$ cat src/rtl/ctrl_pkg.sv
// ctrl_pkg: opcodes, ALU/immediate/writeback encodings and FSM states shared by the multi-cycle controller
package ctrl_pkg;
  localparam logic [6:0] OPC_LOAD   = 7'b0000011;
  localparam logic [6:0] OPC_STORE  = 7'b0100011;
  localparam logic [6:0] OPC_BRANCH = 7'b1100011;
  localparam logic [6:0] OPC_OP_IMM = 7'b0010011;
  localparam logic [6:0] OPC_OP     = 7'b0110011;
  localparam logic [6:0] OPC_JAL    = 7'b1101111;
  localparam logic [6:0] OPC_JALR   = 7'b1100111;
  localparam logic [6:0] OPC_LUI    = 7'b0110111;
  localparam logic [6:0] OPC_AUIPC  = 7'b0010111;
  localparam logic [31:0] NOP = 32'h0000_0013;
  typedef enum logic [3:0] {
    ALU_ADD    = 4'b0000,
    ALU_SUB    = 4'b0001,
    ALU_SLL    = 4'b0010,
    ALU_SLT    = 4'b0011,
    ALU_SLTU   = 4'b0100,
    ALU_XOR    = 4'b0101,
    ALU_SRL    = 4'b0110,
    ALU_SRA    = 4'b0111,
    ALU_OR     = 4'b1000,
    ALU_AND    = 4'b1001,
    ALU_COPY_B = 4'b1010
  } alu_op_t;
  typedef enum logic [2:0] {IMM_I, IMM_S, IMM_B, IMM_U, IMM_J} imm_sel_t;
  typedef enum logic [1:0] {WB_MEM, WB_ALU, WB_PC4} wb_sel_t;
  typedef enum logic [2:0] {S_FETCH, S_DECODE, S_EXEC, S_MEM, S_WB} state_t;
  function automatic logic opc_legal(input logic [6:0] opc, input logic has_jump);
    return (opc inside {OPC_LOAD, OPC_STORE, OPC_BRANCH, OPC_OP_IMM, OPC_OP}) ||
           (has_jump && (opc inside {OPC_JAL, OPC_JALR, OPC_LUI, OPC_AUIPC}));
  endfunction
endpackage

$ cat src/rtl/multicycle_controller_aludecode.sv
// aludecode: maps opcode/funct3/funct7[5] to the ALU operation; LUI passes the immediate through
module aludecode
  import ctrl_pkg::*;
(
  input  logic [6:0] opcode,
  input  logic [2:0] funct3,
  input  logic       funct7_b5,
  output alu_op_t    alu_op
);
  alu_op_t f3_op;
  logic    arith;
  always_comb begin
    arith = (opcode == OPC_OP) || (opcode == OPC_OP_IMM);
    case (funct3)
      3'b000:  f3_op = (opcode == OPC_OP && funct7_b5) ? ALU_SUB : ALU_ADD;
      3'b001:  f3_op = ALU_SLL;
      3'b010:  f3_op = ALU_SLT;
      3'b011:  f3_op = ALU_SLTU;
      3'b100:  f3_op = ALU_XOR;
      3'b101:  f3_op = funct7_b5 ? ALU_SRA : ALU_SRL;
      3'b110:  f3_op = ALU_OR;
      default: f3_op = ALU_AND;
    endcase
    alu_op = (opcode == OPC_LUI) ? ALU_COPY_B : arith ? f3_op : ALU_ADD;
  end
endmodule

$ cat src/rtl/multicycle_controller.sv
// multicycle_controller: FETCH/DECODE/EXEC/MEM/WB sequencer for RV32I with IR,
// variable-latency memory handshakes, bus timeout and a retire counter
module multicycle_controller
  import ctrl_pkg::*;
#(
  parameter int unsigned MEM_TIMEOUT = 16,
  parameter int unsigned CNT_W       = 32,
  parameter bit          HAS_JUMP    = 1'b1
) (
  input  logic             i_clk,
  input  logic             i_reset,
  input  logic [31:0]      i_inst,
  input  logic             i_inst_vld,
  input  logic             i_dmem_ready,
  input  logic             i_br_less,
  input  logic             i_br_equal,
  output logic [31:0]      o_ir,
  output logic             o_imem_req,
  output logic             o_dmem_req,
  output logic             o_dmem_we,
  output logic [3:0]       o_alu_op,
  output logic             o_alu_a_sel,
  output logic             o_alu_b_sel,
  output logic [2:0]       o_imm_sel,
  output logic             o_br_un,
  output logic             o_reg_wen,
  output logic [1:0]       o_wb_sel,
  output logic             o_pc_we,
  output logic             o_pc_sel,
  output logic             o_insn_vld,
  output logic             o_illegal,
  output logic             o_bus_err,
  output logic [CNT_W-1:0] o_instret
);
  localparam int TW = (MEM_TIMEOUT > 1) ? $clog2(MEM_TIMEOUT) : 1;
  state_t        state, state_nxt;
  logic [31:0]   ir;
  logic [TW-1:0] tmo_cnt;
  logic [6:0]    opc;
  logic [2:0]    f3;
  logic          is_load, is_store, is_branch, is_jal, is_jalr, is_lui, is_auipc, is_jump, is_mem;
  logic          legal, taken, waiting, tmo_hit;
  alu_op_t       alu_op;
  assign opc       = ir[6:0];
  assign f3        = ir[14:12];
  assign is_load   = opc == OPC_LOAD;
  assign is_store  = opc == OPC_STORE;
  assign is_branch = opc == OPC_BRANCH;
  assign is_jal    = opc == OPC_JAL;
  assign is_jalr   = opc == OPC_JALR;
  assign is_lui    = opc == OPC_LUI;
  assign is_auipc  = opc == OPC_AUIPC;
  assign is_jump   = is_jal | is_jalr;
  assign is_mem    = is_load | is_store;
  assign legal     = opc_legal(opc, HAS_JUMP);
  // funct3[2] picks less vs equal, funct3[0] inverts (BNE/BGE/BGEU)
  assign taken     = (f3[2] ? i_br_less : i_br_equal) ^ f3[0];
  // reset gating keeps the timeout from firing while the core is held in reset
  assign waiting   = i_reset && ((state == S_FETCH && !i_inst_vld) || (state == S_MEM && !i_dmem_ready));
  assign tmo_hit   = waiting && tmo_cnt == TW'(MEM_TIMEOUT - 1);
  aludecode u_aludecode (
    .opcode   (opc),
    .funct3   (f3),
    .funct7_b5(ir[30]),
    .alu_op   (alu_op)
  );
  assign o_ir        = ir;
  assign o_alu_op    = alu_op;
  assign o_alu_a_sel = is_branch | is_jal | is_auipc;
  assign o_alu_b_sel = opc != OPC_OP;
  assign o_imm_sel   = is_store ? IMM_S : is_branch ? IMM_B : (is_lui | is_auipc) ? IMM_U : is_jal ? IMM_J : IMM_I;
  assign o_br_un     = is_branch & f3[2] & f3[1];
  assign o_wb_sel    = is_load ? WB_MEM : is_jump ? WB_PC4 : WB_ALU;
  always_comb begin
    state_nxt  = state;
    o_imem_req = 1'b0;
    o_dmem_req = 1'b0;
    o_dmem_we  = 1'b0;
    o_reg_wen  = 1'b0;
    o_pc_we    = 1'b0;
    o_pc_sel   = 1'b0;
    o_insn_vld = 1'b0;
    o_illegal  = 1'b0;
    o_bus_err  = 1'b0;
    case (state)
      S_FETCH: begin
        o_imem_req = i_reset;
        o_bus_err  = tmo_hit;
        state_nxt  = i_inst_vld ? S_DECODE : S_FETCH;
      end
      S_DECODE: begin
        o_illegal = !legal;
        o_pc_we   = !legal;
        state_nxt = legal ? S_EXEC : S_FETCH;
      end
      S_EXEC: begin
        o_pc_we    = is_branch | is_jump;
        o_pc_sel   = is_branch ? taken : is_jump;
        o_insn_vld = is_branch;
        state_nxt  = is_branch ? S_FETCH : is_mem ? S_MEM : S_WB;
      end
      S_MEM: begin
        o_dmem_req = 1'b1;
        o_dmem_we  = is_store;
        o_bus_err  = tmo_hit;
        o_pc_we    = is_store & i_dmem_ready;
        o_insn_vld = is_store & i_dmem_ready;
        state_nxt  = i_dmem_ready ? (is_store ? S_FETCH : S_WB) : tmo_hit ? S_FETCH : S_MEM;
      end
      S_WB: begin
        o_reg_wen  = 1'b1;
        o_pc_we    = !is_jump;
        o_insn_vld = 1'b1;
        state_nxt  = S_FETCH;
      end
      default: state_nxt = S_FETCH;
    endcase
  end
  always_ff @(posedge i_clk or negedge i_reset) begin
    if (!i_reset) begin
      state     <= S_FETCH;
      ir        <= NOP;
      tmo_cnt   <= '0;
      o_instret <= '0;
    end else begin
      state     <= state_nxt;
      if (state == S_FETCH && i_inst_vld) ir <= i_inst;
      tmo_cnt   <= (waiting && !tmo_hit) ? tmo_cnt + TW'(1) : '0;
      o_instret <= o_instret + CNT_W'(o_insn_vld);
    end
  end
endmodule

$ cat config.mk
export PLATFORM = sky130hd
export DESIGN_NAME = multicycle_controller
export DESIGN_NICKNAME = d
export VERILOG_FILES = /design/src/rtl/ctrl_pkg.sv /design/src/rtl/multicycle_controller_aludecode.sv /design/src/rtl/multicycle_controller.sv
export SDC_FILE = /design/constraint.sdc
export NUM_CORES = 1
export LEC_CHECK = 0
export BUFFER_PORTS_ARGS = -buffer_cell sky130_fd_sc_hd__buf_2
export CAP_MARGIN = 20
export CORE_ASPECT_RATIO = 1.4
export CORE_MARGIN = 3
export CORE_UTILIZATION = 44
export DETAILED_ROUTE_END_ITERATION = 16
export HOLD_SLACK_MARGIN = 0.08
export PLACE_DENSITY = 0.76
export SYNTH_ARGS = -nofsm -noshare
export SYNTH_HDL_FRONTEND = slang
export SYNTH_SLANG_ARGS = --single-unit
$ cat constraint.sdc
create_clock -name i_clk -period 2.7 [get_ports i_clk]
set_input_delay 0.405 -clock i_clk [delete_from_list [all_inputs] [get_ports i_clk]]
set_output_delay 0.405 -clock i_clk [all_outputs]
set_load 0.01 [all_outputs]
; Word level (Yosys, flattened, before mapping)
; Index checks and enable logic that the tools add are counted.
[totals]
latch_bits = 0
ff_bits = 71
input_bits = 38
ramBits = 0
n_memories = 0
rom_bits = 0
output_inout_bits = 85
elab_cells = 88
[classes]
add_sub_neg = 2
mul = 0
eq_ne = 21
bitwise = 10
reduce_logical = 20
order_cmp = 0
div = 0
n_mux = 31
shift = 0
[ops]
columns = cell, count
row1 = $add A32 B1 Y32, 1
row2 = $pmux W4 S7, 1
row3 = $mux W3, 8
row4 = $eq A7 B6 Y1 const B, 3
row5 = $eq A7 B7 Y1 const B, 3
row6 = $eq A7 B5 Y1 const B, 2
row7 = $eq A3 B2 Y1 const B, 4
row8 = $eq A3 B3 Y1 const B, 4
row9 = $mux W1, 12
row10 = $mux W4, 3
row11 = $pmux W3 S4, 1
row12 = $mux W2, 4
row13 = $eq A7 B2 Y1 const B, 1
row14 = $logic_and A1 B1 Y1, 7
row15 = $ne A7 B6 Y1 const B, 1
row16 = $eq A3 B1 Y1 const B, 2
row17 = $logic_not A3 Y1, 2
row18 = $or A1 B1 Y1, 6
row19 = $logic_not A1 Y1, 5
row20 = $reduce_bool A5 Y1, 1
row21 = $add A4 B1 Y4 const B, 1
row22 = $eq A4 B4 Y1 const B, 1
row23 = $pmux W1 S4, 1
row24 = $reduce_bool A4 Y1, 1
row25 = other kinds (5), 9

; Longest topological paths before layout
[logic_depth]
depth_word = 8
ltp_mapped = 11
mapped_depth_nobuf = 9

; Hierarchy
; A second synthesis with hierarchy kept.
[hier_totals]
hier_cells = 281
hier_area_um2 = 3316.9
[by_module_without_submodules]
columns = module, seq_area_each_um2, area_per_inst_um2, cells_each, instances
row1 = multicycle_controller, 1780.5, 3190.6, 263, 1
row2 = aludecode, 0.0, 126.4, 18, 1

; Least setup slack after synthesis
; No wires, ideal clock.
[synth_timing]
kind = flip-flop to flip-flop
startpoint = register ir[1] (netlist: o_ir[1])
endpoint = register o_instret[21]
stages_incl_launch_ff = 10
setup_time_ns = 0.126
t_required_ns = 2.574
arrival_ns = 2.985
path_buffers = 1
synth_period_minus_slack_ns = 3.111
path_slack_ns = -0.411
path_cell_list = dfstp_2 -> nand4bb_1 -> or2_2 -> o211ai_1 -> ha_1 -> nand3_2 -> or4_1 -> buf_2 -> or4_4 -> xnor2_2
[synth_via]
elab_chain_len = 4
word_cells_on_any_way = 5
cone_classes = add/sub (1) / eq/ne (2) / mux (1) / bitwise (1)
[synth_rtl]
columns = element, line_no
row1 = start: declaration, multicycle_controller.sv:37  ; logic [31:0] ir;
row2 = start signal: assignment, multicycle_controller.sv:127  ; if (state == S_FETCH && i_inst_vld) ir <= i_inst;
row3 = $eq A7 B6 Y1, multicycle_controller.sv:47  ; assign is_store = opc == OPC_STORE;
row4 = $and A1 B1 Y1, multicycle_controller.sv:107  ; o_insn_vld = is_store & i_dmem_ready;
row5 = $pmux W1 S3 (*), multicycle_controller.sv:85  ; case (state)
row6 = via o_insn_vld, multicycle_controller.sv:30  ; output logic o_insn_vld,
row7 = $add A32 B1 Y32 (*), multicycle_controller.sv:129  ; o_instret <= o_instret + CNT_W'(o_insn_vld);
row8 = end signal: assignment, multicycle_controller.sv:129
row9 = end: declaration, multicycle_controller.sv:33  ; output logic [CNT_W-1:0] o_instret
; Mark *: on every way through the listed nets, which the timed path passes. The rest lies on a longest branch.
; A chain may end at the register's enable or synchronous reset.

; Worst setup path in the final report
[layout_timing]
startpoint = register ir[1] (netlist: o_ir[1])
endpoint = register o_instret[21]
[layout_via]
elab_chain_len = 4
word_cells_on_any_way = 5
cone_classes = add/sub (1) / eq/ne (2) / mux (1) / bitwise (1)
[layout_rtl]
columns = element, line_no
row1 = $eq A7 B6 Y1, multicycle_controller.sv:47
row2 = $and A1 B1 Y1, multicycle_controller.sv:107
row3 = $pmux W1 S3 (*), multicycle_controller.sv:85
row4 = $add A32 B1 Y32 (*), multicycle_controller.sv:129
; Mark *: on every way between the ends. The rest lies on a longest branch, timed or not.

==> results.tsv <==
stage	metric	value	unit
status	outcome	finished, violations left	
clock_tree	clock_tree_from_tritoncts	built	
worst_setup_path	worst_ep_required_time	2.92	ns
power_and_ir_drop	cellLeakagePower	2.26	nW
synth	synth_top_cells_by_area	sky130_fd_sc_hd__dfrtp_1 51%, sky130_fd_sc_hd__mux2_2 11%, sky130_fd_sc_hd__xnor2_1 6.1%	
floorplan	die_y	109	um
placement	globalplace.congestion	0.843	
timing	fmax	361	MHz
timing	timing_hold_violations_final	0	
floorplan	initial_core_util	46.4	%
final_layout	fillCellCount	622	
synth	synth.top_cells.by_count	68 x sky130_fd_sc_hd__dfrtp_1, 33 x sky130_fd_sc_hd__mux2_2, 23 x sky130_fd_sc_hd__xnor2_1	
timing	rsz0062_at_grt	true	
timing	timing.final.ws_setup	-0.0704	ns
route	avgViaCountPerCell	5.10	
synth	synthDominantAreaCellType	sky130_fd_sc_hd__dfrtp_1	
synth	count_of_synthesis_stage_warnings_from_yosys	0	
power_and_ir_drop	power_frac_clock	21.5	%
worst_setup_path	critical_path_class	flip-flop to flip-flop	
power_and_ir_drop	net-switching-power	1.15	mW
power_and_ir_drop	power.share.sequential	43.9	%
clock_tree	clock_buffers_created_by_tritoncts	9	
hold_path	hold_path_class	input port to flip-flop	
final_layout	final_net_count	480	
final_layout	area.sequential	1780	sq um
clock_tree	cts_htree_levels	3	
clock_tree	number_of_hold_repair_buffers_added_at_the_cts_stage	0	
final_layout	antenna-diode-count	0	
route	detailroute.via_count	2748	
power_and_ir_drop	power.combinational.fraction	34.6	%
clock_tree	clock_sinks	71	
worst_setup_path	worst_path_arrival	2.99	ns
synth	seq_area_frac_synth	53.9	%
synth	synth_ff_type	sky130_fd_sc_hd__dfrtp_1	
timing	fin_skew	0.00686	ns
worst_setup_path	max_fanout_on_critical_path	4	
power_and_ir_drop	sw_frac_of_total	32.9	%
timing	timing.final.crit_period	2.77	ns
placement	hpwl	6.00	mm
worst_setup_path	cp_cell_sequence	nand4bb_4 -> or2_4 -> o211ai_1 -> ha_2 -> nand3_2 -> or4_4 -> or4_4 -> xnor2_2	
clock_tree	clock_tree.buffer_depth	2	
route	drt.antenna.violating_nets	0	
synth	mappedNetlistNets	328	
route	detailedRoute.firstPassIterationCount	4	
power_and_ir_drop	max-vdd-ir-drop	0.000333	V
route	route.detailed.wl_per_inst	14.8	um
route	totalWireLength	7.97	mm
worst_setup_path	end_kind	flip-flop	
synth	postSynthRegisterBits	71	
floorplan	die_width	79.3	um
grt	vias_in_the_first_global_route	2716	
final_layout	final_layout_size_suffix_gt1_share	48.2	%
grt	antenna_violations_before_repair	0	
synth	avgSynthCellArea	11.5	sq um
synth	post_synth_instance_area	3310	sq um
synth	post-synth-top-count-cell	sky130_fd_sc_hd__dfrtp_1	
worst_setup_path	max_incr_delay_on_cp	0.56	ns
synth	top_area_cell_type_share_of_the_netlist_area	51.5	%
placement	placement.setup.worst_slack	-0.254	ns
route	drtIter0Drc	83	
worst_setup_path	timing.critical_path.from_type	flip-flop	
power_and_ir_drop	internal_power	2.33	mW
floorplan	core-area	7120	sq um
clock_tree	cts_root_buffer	sky130_fd_sc_hd__clkbuf_8	
synth	syn_inst	287	
floorplan	num_rows	36	
flow_run	max_cap_viols	0	
worst_setup_path	timing.critical_path.mode_cell	sky130_fd_sc_hd__or4_4	
power_and_ir_drop	power.density	784	nW/um^2
grt	global_route.usage.total	19.0	%
final_layout	synthToLayoutAreaGrowth	34.3	%
worst_setup_path	crit_slowest_cell	sky130_fd_sc_hd__dfstp_2	
grt	grt_start_max_net_pins	72	
timing	worst_pin_slew	0.883	ns
floorplan	floorplan.die_area	8600	sq um
grt	remaining_global_route_overflow	0	
placement	io_buffer_count	122	
status	failed_checks	negative setup slack	
synth	synth-async-reset-ratio	100	%
clock_tree	insertion_delay	0.34	ns
final_layout	post-route-util	62.4	%
clock_tree	clk_pin_slew_worst_paths	0.07	ns
synth	synth-edff-count	0	
timing	timing.final.max_slew_violations	0	
floorplan	io_pins	123	
route	dr_drc_count	0	
final_layout	area_of_combinational_cells_with_multiple_inputs	1530	sq um
grt	global_route_wire_length_before_repair	12.7	mm
timing	final-setup-viol-count	1	
timing	max-slew-margin-rel	41.1	%
synth	yosys_cell_types	42	
timing	final.period_utilization	103	%
critical path: cells and delay by family (launching register included):
family / cells / cell delay, ns
AO/OA/AOI/OAI: 1 / 0.28
XOR/XNOR: 1 / 0.14
AND/OR/NAND/NOR: 5 / 1.43
adder cells (fa/ha/maj): 1 / 0.26
flip-flops: 1 / 0.56
power by group through the flow:
stage / registers, mW / logic [mW] / clock network (mW)
4_1_cts: 1.53 / 1.22 / 0.771
3_3_place_gp: 1.52 / 1.16 / 0
3_5_place_dp: 1.54 / 1.18 / 0
5_1_grt: 1.57 / 1.30 / 0.822
6_report: 1.53 / 1.20 / 0.750
2_1_floorplan: 1.64 / 0.538 / 0
placed cells by master (no fill, tap or decap), drive strengths merged, types with 4 or more instances in the layout:
master  count
nand2b      4
nor3        9
or3         4
clkbuf     15
nand2      20
a21oi       6
dfrtp      68
xnor2      24
xor2        9
nor2       20
inv         5
mux2       33
buf       150
nand4      15
o21ai       8
and3        5
nand3      12
state kept, by name, indices dropped and copies added (netlist names):
name       count
tmo_cnt        4
state          3
o_ir          32
o_instret     32
cell type report:
cell class | count | share of cell area, %
well taps | 95 | 2.68
clock buffers | 15 | 3.75
multi-input cells | 202 | 34.5
flip-flops and latches | 71 | 40.1
repair buffers | 150 | 18.5
clock inverters | 1 | 0.113
inverters | 5 | 0.423
stage by stage:
step	power, mW	hold WS [ns]	setup TNS [ns]	std cells	instance area, sq um
final	3.48	0.291	-0.0704	539	4440
after CTS	3.52	0.266	-0.0763	539	4410
after global routing	3.69	0.268	-0.181	539	4440
after detailed placement	2.72	0.458	-0.628	521	4200
after floorplan	2.18	0.109	-0.495	287	3310
after global placement	2.68	0.461	-0.151	521	4200
cells by family (layout without fill, tap and decap cells):
| group | after synthesis | in the layout | synth area share (%) |
|---|---|---|---|
| AOI/OAI and AO/OA | 21 | 21 | 3.86 |
| DFF | 71 | 71 | 53.9 |
| adders and majority gates | 3 | 3 | 1.14 |
| muxes | 35 | 35 | 11.8 |
| buffers and inverters | 14 | 171 | 1.85 |
| and+or+nand+nor | 110 | 110 | 18.5 |
| xor gates and xnor gates | 33 | 33 | 8.97 |
worst paths after layout:
check | startpoint | endpoint | slack, ns | depth (start not counted)
setup reg to reg | o_ir[1] | o_instret[21] | -0.07 | 8
hold reg to reg | o_instret[31] | o_instret[31] | 0.47 | 1
min in group asynchronous | i_reset | o_instret[12] | 0.31 | 2
setup / recovery | o_ir[1] | o_instret[21] | -0.07 | 8
max in group asynchronous | i_reset | o_ir[15] | 1.81 | 2
hold / removal | i_inst[28] | o_ir[28] | 0.29 | 2
layer usage:
metal | vias up | part of all wire (%) | track usage (%)
li1 | 1321 | - | -
met2 | 94 | 52 | 33.5
met3 | 10 | 6.8 | 5.75
met1 | 1323 | 40 | 21.6
met4 | 0 | 1.2 | 6.76
met5 | - | 0 | 0
what timing repair did:
action,4_1_cts,5_1_grt
setup endpoints to repair,5,4
setup buffers,2,0
resized for setup,4,5
pin swaps,3,1
endpoints found under the hold margin,0,0
gates cloned,0,0
(Power assumes the default switching activity.)
